==> src/rtl/div_unit_pkg.sv <==
// Shared definitions for the execute-stage divider: FSM encodings, result width, ALU codes.
// State encodings DIV_IDLE/DIV_BUSY/DIV_DONE live here in place of a defines header.
package div_unit_pkg;

  localparam int DIV_W        = 32;
  localparam int DIV_RESULT_W = 2 * DIV_W;

  localparam logic [1:0] DIV_IDLE = 2'd0;
  localparam logic [1:0] DIV_BUSY = 2'd1;
  localparam logic [1:0] DIV_DONE = 2'd2;

  typedef enum logic [1:0] {
    S_IDLE = DIV_IDLE,
    S_BUSY = DIV_BUSY,
    S_DONE = DIV_DONE
  } div_state_e;

  // ALU control codes that select this unit in the decoder
  localparam logic [7:0] ALUC_DIV  = 8'h1a;
  localparam logic [7:0] ALUC_DIVU = 8'h1b;

endpackage

==> src/rtl/div_unit_if.sv <==
// Execute-stage <-> divider handshake: operands/control in, stall/ready/result out.
interface div_unit_if #(parameter int WIDTH = 32) ();

  logic               start_i;
  logic               signed_i;
  logic [WIDTH-1:0]   a_i;
  logic [WIDTH-1:0]   b_i;
  logic               annul_i;
  logic               stall_o;
  logic               ready_o;
  logic [2*WIDTH-1:0] result_o;

  modport master (
    output start_i, signed_i, a_i, b_i, annul_i,
    input  stall_o, ready_o, result_o
  );

  modport slave (
    input  start_i, signed_i, a_i, b_i, annul_i,
    output stall_o, ready_o, result_o
  );

endinterface

==> src/rtl/div_step.sv <==
// One radix-2 restoring iteration: shift {rem, quo} left, trial-subtract the divisor.
module div_step #(
  parameter int WIDTH = 32
) (
  input  logic [WIDTH-1:0] rem,
  input  logic [WIDTH-1:0] quo,
  input  logic [WIDTH-1:0] dvs,
  output logic [WIDTH-1:0] rem_nxt,
  output logic [WIDTH-1:0] quo_nxt
);

  logic [WIDTH:0] shifted;
  logic [WIDTH:0] trial;

  // One extra bit keeps the shifted remainder exact when dvs uses the top bit
  assign shifted = {rem, quo[WIDTH-1]};
  assign trial   = shifted - {1'b0, dvs};

  always_comb begin
    rem_nxt = shifted[WIDTH-1:0];
    quo_nxt = {quo[WIDTH-2:0], 1'b0};
    if (!trial[WIDTH]) begin
      rem_nxt = trial[WIDTH-1:0];
      quo_nxt = {quo[WIDTH-2:0], 1'b1};
    end
  end

endmodule

==> src/rtl/div_unit.sv <==
// Multi-cycle DIV/DIVU unit; stalls E until the {HI=rem, LO=quo} result is ready.
// Optional DIV_EARLY_EXIT_EN: finish in two cycles when |a| < |b|.
module div_unit
  import div_unit_pkg::*;
#(
  parameter int WIDTH = 32
) (
  input  logic       clk,
  input  logic       rst,
  div_unit_if.slave  bus
);

  localparam int CW = $clog2(WIDTH + 1);

  div_state_e         state_q, state_d;
  logic [WIDTH-1:0]   rem_q, quo_q, dvs_q;
  logic [WIDTH-1:0]   rem_nxt, quo_nxt;
  logic [CW-1:0]      count_q;
  logic               sign_q, sign_r;
  logic [2*WIDTH-1:0] result_q, fresh;

  logic               a_neg, b_neg;
  logic [WIDTH-1:0]   a_mag, b_mag;
  logic               load, load_zero, load_early, step, commit;

  assign a_neg = bus.signed_i & bus.a_i[WIDTH-1];
  assign b_neg = bus.signed_i & bus.b_i[WIDTH-1];
  assign a_mag = a_neg ? -bus.a_i : bus.a_i;
  assign b_mag = b_neg ? -bus.b_i : bus.b_i;

  // Negation wraps naturally, so 0x80000000 / -1 yields 0x80000000
  assign fresh = {(sign_r ? -rem_q : rem_q), (sign_q ? -quo_q : quo_q)};

  div_step #(.WIDTH(WIDTH)) u_step (
    .rem     (rem_q),
    .quo     (quo_q),
    .dvs     (dvs_q),
    .rem_nxt (rem_nxt),
    .quo_nxt (quo_nxt)
  );

  always_ff @(posedge clk) begin
    if (!rst) state_q <= S_IDLE;
    else      state_q <= state_d;
  end

  always_comb begin
    state_d      = state_q;
    load         = 1'b0;
    load_zero    = 1'b0;
    load_early   = 1'b0;
    step         = 1'b0;
    commit       = 1'b0;
    bus.ready_o  = 1'b0;
    bus.result_o = result_q;
    bus.stall_o  = bus.start_i & ~bus.annul_i & (state_q != S_DONE);
    unique case (state_q)
      S_IDLE: begin
        if (bus.start_i && !bus.annul_i) begin
          state_d = S_DONE;
          if (bus.b_i == '0) begin
            load_zero = 1'b1;
          end
`ifdef DIV_EARLY_EXIT_EN
          else if (a_mag < b_mag) begin
            load_early = 1'b1;
          end
`endif
          else begin
            load    = 1'b1;
            state_d = S_BUSY;
          end
        end
      end
      S_BUSY: begin
        // A dropped start without annul is illegal; abandon quietly
        if (bus.annul_i || !bus.start_i) begin
          state_d = S_IDLE;
        end else begin
          step = 1'b1;
          if (count_q == CW'(1)) state_d = S_DONE;
        end
      end
      S_DONE: begin
        state_d = S_IDLE;
        if (!bus.annul_i) begin
          bus.ready_o  = 1'b1;
          bus.result_o = fresh;
          commit       = 1'b1;
        end
      end
      default: state_d = S_IDLE;
    endcase
  end

  always_ff @(posedge clk) begin
    if (!rst) begin
      rem_q    <= '0;
      quo_q    <= '0;
      dvs_q    <= '0;
      count_q  <= '0;
      sign_q   <= 1'b0;
      sign_r   <= 1'b0;
      result_q <= '0;
    end else begin
      if (load) begin
        rem_q   <= '0;
        quo_q   <= a_mag;
        dvs_q   <= b_mag;
        count_q <= CW'(WIDTH);
        sign_q  <= a_neg ^ b_neg;
        sign_r  <= a_neg;
      end
      // Short paths store the final HI/LO directly, so signs are cleared
      if (load_zero || load_early) begin
        rem_q  <= bus.a_i;
        quo_q  <= load_zero ? '1 : '0;
        sign_q <= 1'b0;
        sign_r <= 1'b0;
      end
      if (step) begin
        rem_q   <= rem_nxt;
        quo_q   <= quo_nxt;
        count_q <= count_q - CW'(1);
      end
      if (commit) result_q <= fresh;
    end
  end

endmodule

==> src/flat_wrapper.sv <==
// flat-port wrapper written by rule: the top's interface ports become plain ports
module div_unit_flat import div_unit_pkg::*;
#(
  parameter int WIDTH = 32
)
  (clk, rst, bus_start_i, bus_signed_i, bus_a_i, bus_b_i, bus_annul_i, bus_stall_o, bus_ready_o, bus_result_o);
  div_unit_if #(.WIDTH(WIDTH)) bus_i ();
  input  logic clk;
  input  logic rst;
  input wire logic [$bits(bus_i.start_i)-1:0] bus_start_i;
  input wire logic [$bits(bus_i.signed_i)-1:0] bus_signed_i;
  input wire logic [$bits(bus_i.a_i)-1:0] bus_a_i;
  input wire logic [$bits(bus_i.b_i)-1:0] bus_b_i;
  input wire logic [$bits(bus_i.annul_i)-1:0] bus_annul_i;
  output wire logic [$bits(bus_i.stall_o)-1:0] bus_stall_o;
  output wire logic [$bits(bus_i.ready_o)-1:0] bus_ready_o;
  output wire logic [$bits(bus_i.result_o)-1:0] bus_result_o;
  assign bus_i.start_i = bus_start_i;
  assign bus_i.signed_i = bus_signed_i;
  assign bus_i.a_i = bus_a_i;
  assign bus_i.b_i = bus_b_i;
  assign bus_i.annul_i = bus_annul_i;
  assign bus_stall_o = bus_i.stall_o;
  assign bus_ready_o = bus_i.ready_o;
  assign bus_result_o = bus_i.result_o;
  div_unit #(.WIDTH(WIDTH)) u_core (.clk(clk), .rst(rst), .bus(bus_i));
endmodule
==> config.mk <==
export PLATFORM = sky130hd
export DESIGN_NAME = div_unit_flat
export DESIGN_NICKNAME = d
export VERILOG_FILES = /design/src/rtl/div_unit_pkg.sv /design/src/rtl/div_unit_if.sv /design/src/rtl/div_step.sv /design/src/rtl/div_unit.sv /design/src/flat_wrapper.sv
export SDC_FILE = /design/constraint.sdc
export NUM_CORES = 1
export LEC_CHECK = 0
export ABC_AREA = 0
export CAP_MARGIN = 20
export CORE_MARGIN = 2
export CORE_UTILIZATION = 30
export DETAILED_ROUTE_END_ITERATION = 7
export PLACE_DENSITY_LB_ADDON = 0.25
export SYNTH_ARGS = -nofsm -noshare
export SYNTH_HDL_FRONTEND = slang
export SYNTH_SLANG_ARGS = --single-unit
==> constraint.sdc <==
create_clock -name clk -period 7 [get_ports clk]
set_input_delay 1.4 -clock clk [delete_from_list [all_inputs] [get_ports clk]]
set_output_delay 1.4 -clock clk [all_outputs]
set_load 0.02 [all_outputs]
==> out/results.md <==
| Stage | Result | Value |
|:---|:---|:---|
| synth | Post-Syn Nets | 1574 |
| synth | Share of the yosys chip area belonging to registers | 30.4% |
| timing | Number of hold-slack violations in the final timing report | 0 |
| setup path | Arrival time at the worst endpoint | 4.27 ns |
| clocking | Buffers inserted during post-CTS setup optimization | 0 |
| synth | Top cells by area in the synthesized netlist | dfxtp_1 30%, xor2_1 6.1%, o21ai_0 5.8% |
| synth | Count of flip-flops with a built-in enable after synthesis | 0 |
| timing | Maximum clock rate | 0.176 GHz |
| grt | Antenna violations before repair | 2 |
| clocking | Number of buffers between clock root and the deepest sink | 2 |
| timing | Hold WS | 0.455 ns |
| synth | Async set or reset register ratio after synthesis | 0% |
| grt | Overflow left after global routing | 0 |
| synth | Distinct cell type count of the synthesized netlist | 60 |
| timing | Least-Margin Pin Slew | 1.09 ns |
| floorplanning | Die area | 38900 sq um |
| grt | Global routing usage summed across all routing layers | 19.1% |
| detailed routing | Count of routing violations after the opening detailed-route iteration | 763 |
| min path | Path class of the lowest-slack min-delay path | reg2reg |
| finish | Net count of the finished layout | 1653 |
| grt | Largest net degree at the start of global routing | 85 |
| detailed routing | Vias after detailed routing | 10800 |
| clocking | Number of gates given a new drive strength after cts | 0 |
| detailed routing | Wire length reported by the detailed router | 37000 um |
| grt | Global-route wire length before repair | 58200 um |
| setup path | Crit-path slowest cell | clkdlybuf4s50_1 |
| clocking | Number of clock buffers inserted by TritonCTS | 17 |
| setup path | Kind of launch point of the worst setup path | register |
| placement | Dpl hpwl | 27600 um |
| setup path | Worst setup EP type | output pin |
| detailed routing | Routed wirelength normalized by instance count | 18.2 um |
| finish | Fraction of final layout cells sized beyond drive strength 1 | 4.62% |
| power | Highest ir drop seen on vdd | 0.000170 V |
| timing | Setup tns final | 0 ns |
| clocking | Clock latency at the later pin of the worst-skew pair | 0.44 ns |
| synth | Mean area per synthesized cell | 7.65 sq um |
| finish | Layout overhead on the synthesized area | 21.0% |
| timing | Total setup violations reported at the end of the flow | 0 |
| detailed routing | Via density | 5.34 |
| timing | Worst max-slew margin expressed relative to the limit | 27.1% |
| synth | Number of synthesized register bits | 170 |
| timing | Clock Skew | 0.0119 ns |
| setup path | Crit path max fanout | 8 |
| floorplanning | Top-level I/O count | 135 |
| run | Max-Cap Viols | 0 |
| setup path | Worst R2R Setup Slack | 2.70 ns |
| detailed routing | DR DRC count | 0 |
| clocking | Cts hold-fix bufs | 0 |
| synth | Cell taking the most area after synthesis | dfxtp_1 |
| setup path | Most common cell type on the critical path | or4_1 |
| timing | Final worst path period share | 81.0% |
| finish | Utilization after layout | 37.0% |
| placement | Number of buffer cells added on primary ports | 134 |
| synth | Most instantiated library cell after synthesis | dfxtp_1 |
| power | Areal power density over the cells | 195 nW/um^2 |
| clocking | Number of H-tree branching levels | 4 |
| timing | Unrepaired setup endpoints after global routing | no |
| synth | Synthesis warning total | 0 |
| floorplanning | Vertical extent of the die | 197 um |
| synth | Syn Inst Count | 1466 |
| floorplanning | Die X-Extent | 197 um |
| placement | Final GP Congestion | 0.902 |
| synth | Post-Synthesis Cell Area | 11200 sq um |
| synth | Fraction of post-synthesis cell area in the top cell type by area | 30.4% |
| synth | Top flip-flop cell by instance count after synthesis | dfxtp_1 |
| setup path | Category of the most critical setup path | reg2out |
| clocking | Worst-path clk slew | 0.07 ns |
| clocking | Buffer type at the clock tree root | clkbuf_16 |
| timing | Count of pins over their slew limit | 0 |
| setup path | Cell-by-cell listing of the critical path | or4_4 -> or4_1 -> or2_2 -> or4_1 -> o31ai_2 -> nand2_1 -> xnor2_1 -> mux2_2 -> clkdlybuf4s50_1 |
| outcome | Result of the run | finished clean |
| clocking | Clock Sink Count | 170 |
| detailed routing | Number of optimization iterations in the first detailed-route pass | 5 |
| grt | Number of global-route vias before repair | 10200 |
| floorplanning | Number of cell rows | 70 |
| setup path | Delay of the slowest cell on the worst path | 0.59 ns |
| clocking | Clock tree from TritonCTS | built |
| power | Leakage power of the design | 0.00496 uW |
| detailed routing | Routed Antenna Nets | 0 |
| floorplanning | Floorplan Core Area | 36700 sq um |
| synth | Most frequent cells after synthesis | 170 x dfxtp_1, 167 x nand2_1, 130 x o21ai_0, 102 x nor2_1, 95 x a21oi_1 |
| setup path | Data required time of the worst path | 5.60 ns |
| floorplanning | Initial core utilization | 30.5% |
| timing | Minimum clock period | 5.67 ns |
| finish | Fillers | 3849 |
worst paths after layout:
kind,from,endpoint,cells after the start
worst max-delay path,u_core.rem_q[6],bus_result_o[63],9
worst min register to register,u_core.dvs_q[17],u_core.dvs_q[17],2
worst min-delay path,u_core.dvs_q[17],u_core.dvs_q[17],2
worst max register to register,u_core.rem_q[0],u_core.rem_q[18],12
metrics by stage:
stage	worst slack (ns)	cells	power, uW	instance area [sq um]
final	1.33	2028	2650	13600
after global routing	1.13	2027	2770	13600
after global placement	1.70	1994	1630	12900
after floorplan	2.42	1466	1450	11200
after detailed placement	1.61	1994	1640	12900
after CTS	1.25	2026	2670	13600
cell usage in the layout (no fill, tap or decap), types with 14 or more instances in the layout:
cell	synthesis	final
nor2_1	102	100
clkdlybuf4s50_1	0	133
nor3_1	29	29
xnor2_1	63	63
dfxtp_1	170	170
o31ai_1	36	36
or3_1	22	22
o211ai_1	14	14
a22oi_1	20	20
mux2i_1	24	24
nand3_1	22	22
o22ai_1	22	22
a21oi_1	95	95
xor2_1	78	78
a211oi_1	39	39
ha_1	38	38
buf_4	1	16
clkbuf_16	0	17
and2_1	73	73
nand2_1	167	167
inv_1	62	61
a221oi_1	17	17
o21ai_0	130	130
sequential cells by signal (all words and copies together) (netlist names):
signal	flops
u_core.sign_q	1
u_core.rem_q	32
u_core.result_q	64
u_core.count_q	6
u_core.quo_q	32
u_core.dvs_q	32
u_core.state_q	2
u_core.sign_r	1
report_power, final:
part	leakage [uW]	total, uW	switching (uW)	internal (uW)
Clock	0.000303	1020	457	567
Sequential	0.00138	1040	41.5	998
Combinational	0.00327	582	345	237
Total	0.00496	2650	843	1800
metal layers:
metal	wire length, um	track usage, %	up-vias
li1	-	-	5396
met1	18100	27.3	5076
met2	16100	29.5	310
met3	2080	3.00	38
met4	722	5.18	2
met5	11	0	-
worst max-delay path, delay by kind of cell, from the launching register on:
family	cells	cell delay, ns
AND/OR/NAND/NOR	5	1.93
buffers and inverters	1	0.59
AO/OA/AOI/OAI	1	0.42
flip-flops	1	0.40
XOR/XNOR	1	0.27
multiplexers	1	0.22
cell type report:
type	instances	area, sq um	area share, %
Multi-Input combinational cell	1143	7240	53.4
Clock buffer	20	467	3.44
Tap cell	468	586	4.32
Inverter	62	234	1.73
Clock inverter	12	154	1.13
Sequential cell	170	3400	25.1
Antenna cell	2	5.00	0.0369
Timing Repair Buffer	151	1480	10.9
kinds of logic (layout without fill, tap and decap cells):
| group | Yosys count | in the layout | share of synthesized area, % |
|---|---|---|---|
| adders and majority gates | 39 | 39 | 4.42 |
| DFF | 170 | 170 | 30.4 |
| and+or+nand+nor | 483 | 483 | 20.9 |
| buffers and inverters | 153 | 245 | 5.25 |
| muxes | 25 | 25 | 2.24 |
| AOI/OAI and AO/OA | 455 | 455 | 25.8 |
| other | 0 | 2 | 0 |
| xor gates and xnor gates | 141 | 141 | 11.0 |
Note: power is estimated with default switching activity, not from simulation.
